--- src/rtl/approx_mult_error_monitor.sv ---
// Error-statistics monitor for an unsigned WxW approximate multiplier under test.
// Recomputes x*y exactly and accumulates count, |error| sum, signed error sum and worst case.
module approx_mult_error_monitor #(
   parameter int W     = 8,
   parameter int CNT_W = 16,
   parameter int SUM_W = 2*W + CNT_W
) (
   input  logic                    clk,
   input  logic                    rst,
   input  logic                    start,
   input  logic [CNT_W-1:0]        num_samples,
   input  logic                    in_valid,
   output logic                    in_ready,
   input  logic [W-1:0]            x,
   input  logic [W-1:0]            y,
   input  logic [2*W-1:0]          z,
   output logic                    busy,
   output logic                    done,
   output logic [CNT_W-1:0]        sample_cnt,
   output logic [CNT_W-1:0]        err_cnt,
   output logic [SUM_W-1:0]        sum_ed,
   output logic signed [SUM_W:0]   sum_err,
   output logic [2*W-1:0]          max_ed,
   output logic [W-1:0]            max_x,
   output logic [W-1:0]            max_y
);

   typedef enum logic [1:0] {IDLE, RUN, DRAIN, DONE} state_t;

   state_t             state, state_next;
   logic [CNT_W-1:0]   n_target, acc_cnt, acc_cnt_next;
   logic               accept, clear;

   logic               v1;
   logic [W-1:0]       x1, y1;
   logic [2*W-1:0]     z1;

   logic [2*W-1:0]     exact;
   logic signed [2*W:0] d, neg_d;
   logic [2*W-1:0]     ed;

   // in_ready comes purely from registered state, so no path from in_valid.
   assign in_ready     = (state == RUN) && (acc_cnt < n_target);
   assign accept       = in_valid && in_ready;
   assign clear        = start && ((state == IDLE) || (state == DONE));
   assign acc_cnt_next = acc_cnt + {{(CNT_W-1){1'b0}}, accept};

   assign busy = (state == RUN) || (state == DRAIN);
   assign done = (state == DONE);

   // NOTE: every variable gets a default before the case so no latch is inferred.
   always_comb begin
      state_next = state;
      case (state)
         IDLE:    if (start) state_next = RUN;
         RUN:     if (acc_cnt_next == n_target) state_next = DRAIN;
         DRAIN:   if (!v1) state_next = DONE;
         DONE:    if (start) state_next = RUN;
         default: state_next = IDLE;
      endcase
   end

   // NOTE: sequential state uses non-blocking assignments so all registers update together.
   always_ff @(posedge clk or posedge rst) begin
      if (rst) begin
         state    <= IDLE;
         n_target <= '0;
         acc_cnt  <= '0;
         v1       <= 1'b0;
      end else begin
         state <= state_next;
         v1    <= accept;
         if (clear) begin
            n_target <= num_samples;
            acc_cnt  <= '0;
         end else if (accept) begin
            acc_cnt  <= acc_cnt_next;
         end
      end
   end

   // NOTE: stage-1 data is qualified by v1, so it needs no reset.
   always_ff @(posedge clk) begin
      if (accept) begin
         x1 <= x;
         y1 <= y;
         z1 <= z;
      end
   end

   // Stage 2: exact product and error at 2W+1 bits signed.
   assign exact = {{W{1'b0}}, x1} * {{W{1'b0}}, y1};
   assign d     = $signed({1'b0, exact}) - $signed({1'b0, z1});
   assign neg_d = -d;
   assign ed    = d[2*W] ? neg_d[2*W-1:0] : d[2*W-1:0];

   always_ff @(posedge clk or posedge rst) begin
      if (rst) begin
         sample_cnt <= '0;
         err_cnt    <= '0;
         sum_ed     <= '0;
         sum_err    <= '0;
         max_ed     <= '0;
         max_x      <= '0;
         max_y      <= '0;
      end else if (clear) begin
         sample_cnt <= '0;
         err_cnt    <= '0;
         sum_ed     <= '0;
         sum_err    <= '0;
         max_ed     <= '0;
         max_x      <= '0;
         max_y      <= '0;
      end else if (v1) begin
         sample_cnt <= sample_cnt + {{(CNT_W-1){1'b0}}, 1'b1};
         err_cnt    <= err_cnt + {{(CNT_W-1){1'b0}}, (d != '0)};
         sum_ed     <= sum_ed + {{(SUM_W-2*W){1'b0}}, ed};
         sum_err    <= sum_err + {{(SUM_W-2*W){d[2*W]}}, d};
         // Strictly greater keeps the first occurrence on ties.
         if (ed > max_ed) begin
            max_ed <= ed;
            max_x  <= x1;
            max_y  <= y1;
         end
      end
   end

endmodule

--- config.mk ---
export PLATFORM = sky130hd
export DESIGN_NAME = approx_mult_error_monitor
export DESIGN_NICKNAME = d
export VERILOG_FILES = /design/src/rtl/approx_mult_error_monitor.sv
export SDC_FILE = /design/constraint.sdc
export NUM_CORES = 1
export LEC_CHECK = 0
export CORE_ASPECT_RATIO = 1.5
export CORE_MARGIN = 4
export CORE_UTILIZATION = 45
export DETAILED_ROUTE_END_ITERATION = 10
export PLACE_DENSITY = 0.67
export SKIP_CTS_REPAIR_TIMING = 1
export SLEW_MARGIN = 20
export SYNTH_ARGS = -nofsm -noshare
export SYNTH_HDL_FRONTEND = slang
export SYNTH_SLANG_ARGS = --single-unit
--- constraint.sdc ---
create_clock -name clk -period 10.3 [get_ports clk]
set_input_delay 2.06 -clock clk [delete_from_list [all_inputs] [get_ports clk]]
set_output_delay 2.06 -clock clk [all_outputs]
set_load 0.01 [all_outputs]
Word-level counts from Yosys, hierarchy flattened
Index checks and enable logic that the tools add are counted.
- flip-flop bits (word level): 196
- bits in latches: 0
- RAM bits: 0
- memory bits (read-only): 0
- bits of input ports: 52
- output and inout bits: 132
- logic and storage cells: 68
- memories: 0
- add/sub/neg operators: 7
- multipliers: 1
- divide/modulo/power cells: 0
- order comparisons: 2
- equality and inequality tests: 7
- shift-type cells: 0
- mux-type cells: 24
- bitwise logic cells: 0
- reduce and logical (&&, ||, !) cells: 13
- operators by type and width (operator ; number):
    $mux W16 ; 10
    $mux W33 ; 2
    $mux W32 ; 2
    $mux W8 ; 6
    $add A33 B33 Y33 ; 1
    $add A16 B1 Y16 ; 2
    $add A32 B16 Y32 ; 1
    $reduce_bool A17 Y1 ; 1
    $sub A16 B16 Y17 ; 1
    $add A16 B1 Y16 const B ; 1
    $eq A16 B16 Y1 ; 1
    $gt A16 B16 Y1 ; 1
    $lt A16 B16 Y1 ; 1
    $mul A8 B8 Y16 ; 1
    $neg A16 Y16 ; 1
    $mux W2 ; 3
    $pmux W2 S3 ; 1
    $reduce_bool A2 Y1 ; 3
    $eq A2 B2 Y1 const B ; 2
    $ne A2 B1 Y1 const B ; 2
    $logic_and A1 B1 Y1 ; 3
    $reduce_and A3 Y1 ; 1
    $eq A2 B1 Y1 const B ; 1
    $logic_not A2 Y1 ; 1
    other kinds (4) ; 5

Depth between registers and ports, before layout
- depth after elaboration: 8
- mapped depth: 36
- gate-level depth less buffers: 33

Worst setup path before layout
Ideal clock, no wire load.
- path type: input -> register
- start point: input in_valid
- end point: register state[0]
- setup time: 0.079 ns
- arrival: 7.680 ns
- data required time: 10.221 ns
- slack: 2.541 ns
- stages on the path: 15
- buffers on the path: 1
- cells stage by stage: clkbuf_1 nand3_1 o21ai_0 ha_1 ha_1 nand3_1 nor4_1 and3_1 nand2_1 xor2_1 nand3_1 a2111o_1 a22o_1 a21oi_2 mux2i_1
- longest elaborated chain between the ends: 5
- ends and longest elaborated chain (what ; line ; text):
    from (decl) ; 12 ; input logic in_valid,
    $logic_and A1 B1 Y1 ; 44 ; assign accept = in_valid && in_ready;
    named net accept ; 32 ; logic accept, clear;
    $add A16 B1 Y16 ; 46 ; assign acc_cnt_next = acc_cnt + {{(CNT_W-1){1'b0}}, accept};
    $eq A16 B16 Y1 ; 56 ; RUN: if (acc_cnt_next == n_target) state_next = DRAIN;
    $ne A2 B1 Y1 (no line) ; n/a ;
    $reduce_and A3 Y1 (no line) ; n/a ;
    to (signal assigned) ; 71 ; state <= state_next;
    to (decl) ; 30 ; state_t state, state_next;
The timed path passes the listed nets, and every way through them passes these cells.
A chain may end at the register's enable or synchronous reset.

Worst setup path in the final report
- start point: register x1[1]
- end point: register sum_ed[31]
- longest elaborated chain between the ends: 7
- ends and longest elaborated chain (what ; line ; text):
    from (decl) ; 35 ; logic [W-1:0] x1, y1;
    from (signal assigned) ; 85 ; x1 <= x;
    $mul A8 B8 Y16 (*) ; 92 ; assign exact = {{W{1'b0}}, x1} * {{W{1'b0}}, y1};
    $sub A16 B16 Y17 (*) ; 93 ; assign d = $signed({1'b0, exact}) - $signed({1'b0, z1});
    $neg A16 Y16 ; 94 ; assign neg_d = -d;
    $mux W16 (*) ; 95 ; assign ed = d[2*W] ? neg_d[2*W-1:0] : d[2*W-1:0];
    $add A32 B16 Y32 (*) ; 117 ; sum_ed <= sum_ed + {{(SUM_W-2*W){1'b0}}, ed};
    $mux W32 (*) ; 114 ; end else if (v1) begin
    $mux W32 (*) ; 106 ; end else if (clear) begin
    to (signal assigned) ; 117 ;
    to (decl) ; 21 ; output logic [SUM_W-1:0] sum_ed,
Mark *: on every way between the ends. The rest lies on a longest branch, timed or not. The select of a mux whose other input is x is not followed.

==> flow_summary_export.csv <==
group,metric,value,unit
logic_synthesis,synth_top_area_share,28.05,%
global_routing,grt_max_degree,102,
clock_network,clk_pin_slew,0.08,ns
clock_network,clock_sinks,196,
timing,fin_crit_sh,81.26,%
critical_path,cp-start-kind,"register",
place,place_ws,1.948,ns
drt,antenna_left,0,
global_routing,antenna_found_initial,0,
timing,worst-slew-pin-transition,0.9689,ns
timing,drv_slew,0,
clock_network,cts-buffers-inserted,17,
final_layout,fillCellCount,2918,
clock_network,cts_tree,"done",
final_layout,multi_input_area,0.008773,sq mm
critical_path,startpoint,"x1[1]",
logic_synthesis,synthArstFlopShare,83.67,%
floorplanning,die_h,228.8,microns
place,placed_cell_area,0.01686,sq mm
clock_network,clockBufferDepth,2,
critical_path,slowest_delay,0.61,ns
floorplanning,die_w,155.2,microns
final_layout,final_util,54.78,%
logic_synthesis,ys_ff_latch,196,
drt,dr.pass1.iters,5,
timing,setup-violations-final,0,
drt,wl_met1,14.86,mm
final_layout,post-route-cell-area,0.01749,sq mm
global_routing,grt-ovfl-total,0,
floorplanning,core,0.03193,sq mm
critical_path,crit_type,"reg -> reg",
timing,period_needed,8.370,ns
worst_hold_path,min_from,"max_x[5]",
final_layout,antenna_cells,0,
clock_network,root_buffer,"clkbuf_16",
final_layout,syn2layout_area_growth,19.55,%
critical_path,required,10.60,ns
timing,rsz0062_at_grt,"false",
timing,slew_headroom,35.41,%
final_layout,nets,1966,
drt,wl_met3,1.626,mm
logic_synthesis,yosysTopAreaCell,"dfrtp_1",
logic_synthesis,synth.avg_cell_area,9.272,sq um
global_routing,grt_pass1_wl,62.72,mm
place,port_buffers,183,
floorplanning,initial_core_util,45.82,%
logic_synthesis,syn-num-nets,1813,
drt,num_vias,11910,
floorplanning,io_pins,184,
timing,hold_violations,0,
drt,top_layer_used,"met4",
global_routing,grt_pass1_vias,12210,
logic_synthesis,synth.area.top_cells,"dfrtp_1 (28%), ha_1 (11%), fa_1 (7.1%), edfxtp_1 (6.6%), mux2i_1 (4.4%)",
drt,drt_wl_total,37.86,mm
drt,wl_met2,20.00,mm
floorplanning,rows,80,
drt,routedWlPerCell,17.58,microns
logic_synthesis,ys_seq_area_share,34.62,%
floorplanning,die_area,0.03552,sq mm
place,post-dp-hpwl,28.80,mm
drt,viasPerCell,5.531,
critical_path,r2r-start,"x1[1]",
logic_synthesis,synth_ff_type,"dfrtp_1",
flow_run,drv_cap,0,
final_layout,drive_gt1_share,4.014,%
timing,setup_slack,1.930,ns
clock_network,clock_latency,0.46,ns
logic_synthesis,syn_inst,1578,
worst_hold_path,min_path_type,"reg -> reg",
timing,fmax,0.1195,GHz
timing,fin_setup_tns,0,ns
critical_path,path_max_fanout,22,
place,place_congestion,0.9243,
logic_synthesis,yosysWarnings,0,
critical_path,slowest_stage,"a21oi_1",
critical_path,worstPathArrival,8.67,ns
final_layout,regArea,0.005066,sq mm
logic_synthesis,yosysUniqueCellTypes,76,
logic_synthesis,netlist_area,0.01463,sq mm
global_routing,grt_usage,21.78,%
critical_path,cpMostUsedCell,"fa_1",
run_status,status,"finished, final reports clean",
drt,route.detailed.drc,0,
logic_synthesis,synth_edf_count,32,
clock_network,htree_num_levels,4,
critical_path,endpoint_kind,"register",
drt,first_iter_violations,559,
timing,skew,0.01221,ns
## final timing paths
path / slack (ns) / end / depth (start not counted)
max: 1.93 / sum_ed[31] / 28
min: 0.53 / max_x[5] / 2
max reg2reg: 1.93 / sum_ed[31] / 28
min reg2reg: 0.53 / max_x[5] / 2
max in group asynchronous: 6.72 / v1 / 3
min in group asynchronous: 2.17 / sum_ed[18] / 2
## synth_stat cells (23+ instances only)
cell type and number:
a21o_1 32, a21oi_1 81, clkbuf_1 56, dfrtp_1 164, edfxtp_1 32, fa_1 52
ha_1 131, inv_1 158, mux2i_1 64, nand2_1 143, nand3_1 35, nor2_1 155
nor3_1 23, o21ai_0 58, xnor2_1 71, xor2_1 40
## logic make-up (layout without fill, tap and decap cells)
logic type                 Yosys count  in the layout  synth area share [%]
and+or+nand+nor                    499            499                 16.30
AOI/OAI and AO/OA                  305            305                 13.89
buffers and inverters              218            384                 5.670
DFF                                196            196                 34.62
adders and majority gates          184            184                 18.41
xor gates and xnor gates           111            111                 6.644
muxes                               65             65                 4.472
## worst max-delay path: cells and delay by family, from the launching register on
family	cells	cell delay [ns]
multiplexers	1	0.45
AND/OR/NAND/NOR	5	0.89
XOR/XNOR	1	0.17
AO/OA/AOI/OAI	12	3.10
buffers and inverters	3	0.34
flip-flops	1	0.55
adder cells (fa/ha/maj)	6	2.72
## layout make-up
class / count / share of cell area [%]
clock buffer: 18 / 2.575
sequential: 196 / 28.96
clock inverter: 14 / 1.023
tap: 410 / 2.933
timing repair buffer: 192 / 10.86
multi-input combinational: 1164 / 50.16
inverter: 160 / 3.491
## per-stage QoR
step                      hold slack (ns)  cells
after floorplan                    0.4897   1578
after global placement             0.5119   2122
after global routing               0.5597   2154
final                              0.5283   2154
after CTS                          0.5366   2154
after detailed placement           0.5175   2122
## flip-flops by register name (all words and copies together) (netlist names)
signal      count
v1              1
x1              8
n_target       16
acc_cnt        16
max_y           8
z1             16
sum_ed         32
max_x           8
y1              8
max_ed         16
sample_cnt     16
err_cnt        16
sum_err        33
state           2
## routing by layer
layer	vias to the layer above	global-route usage, %
li1	5765	-
met2	264	39.66
met4	0	8.787
met1	5812	25.02
met5	-	0
met3	73	3.770
## cells in the final DEF, fill, tap and decap left out, types with 52 or more instances in the layout
cell type,netlist,final
nor2_1,155,154
ha_1,131,131
inv_1,158,157
nand2_1,143,143
clkdlybuf4s50_1,0,183
xnor2_1,71,71
mux2i_1,64,64
a21oi_1,81,81
fa_1,52,52
o21ai_0,58,57
dfrtp_1,164,163
Power is not shown: default switching activity piles up to over one toggle a cycle in this logic, so the estimate is an artifact.
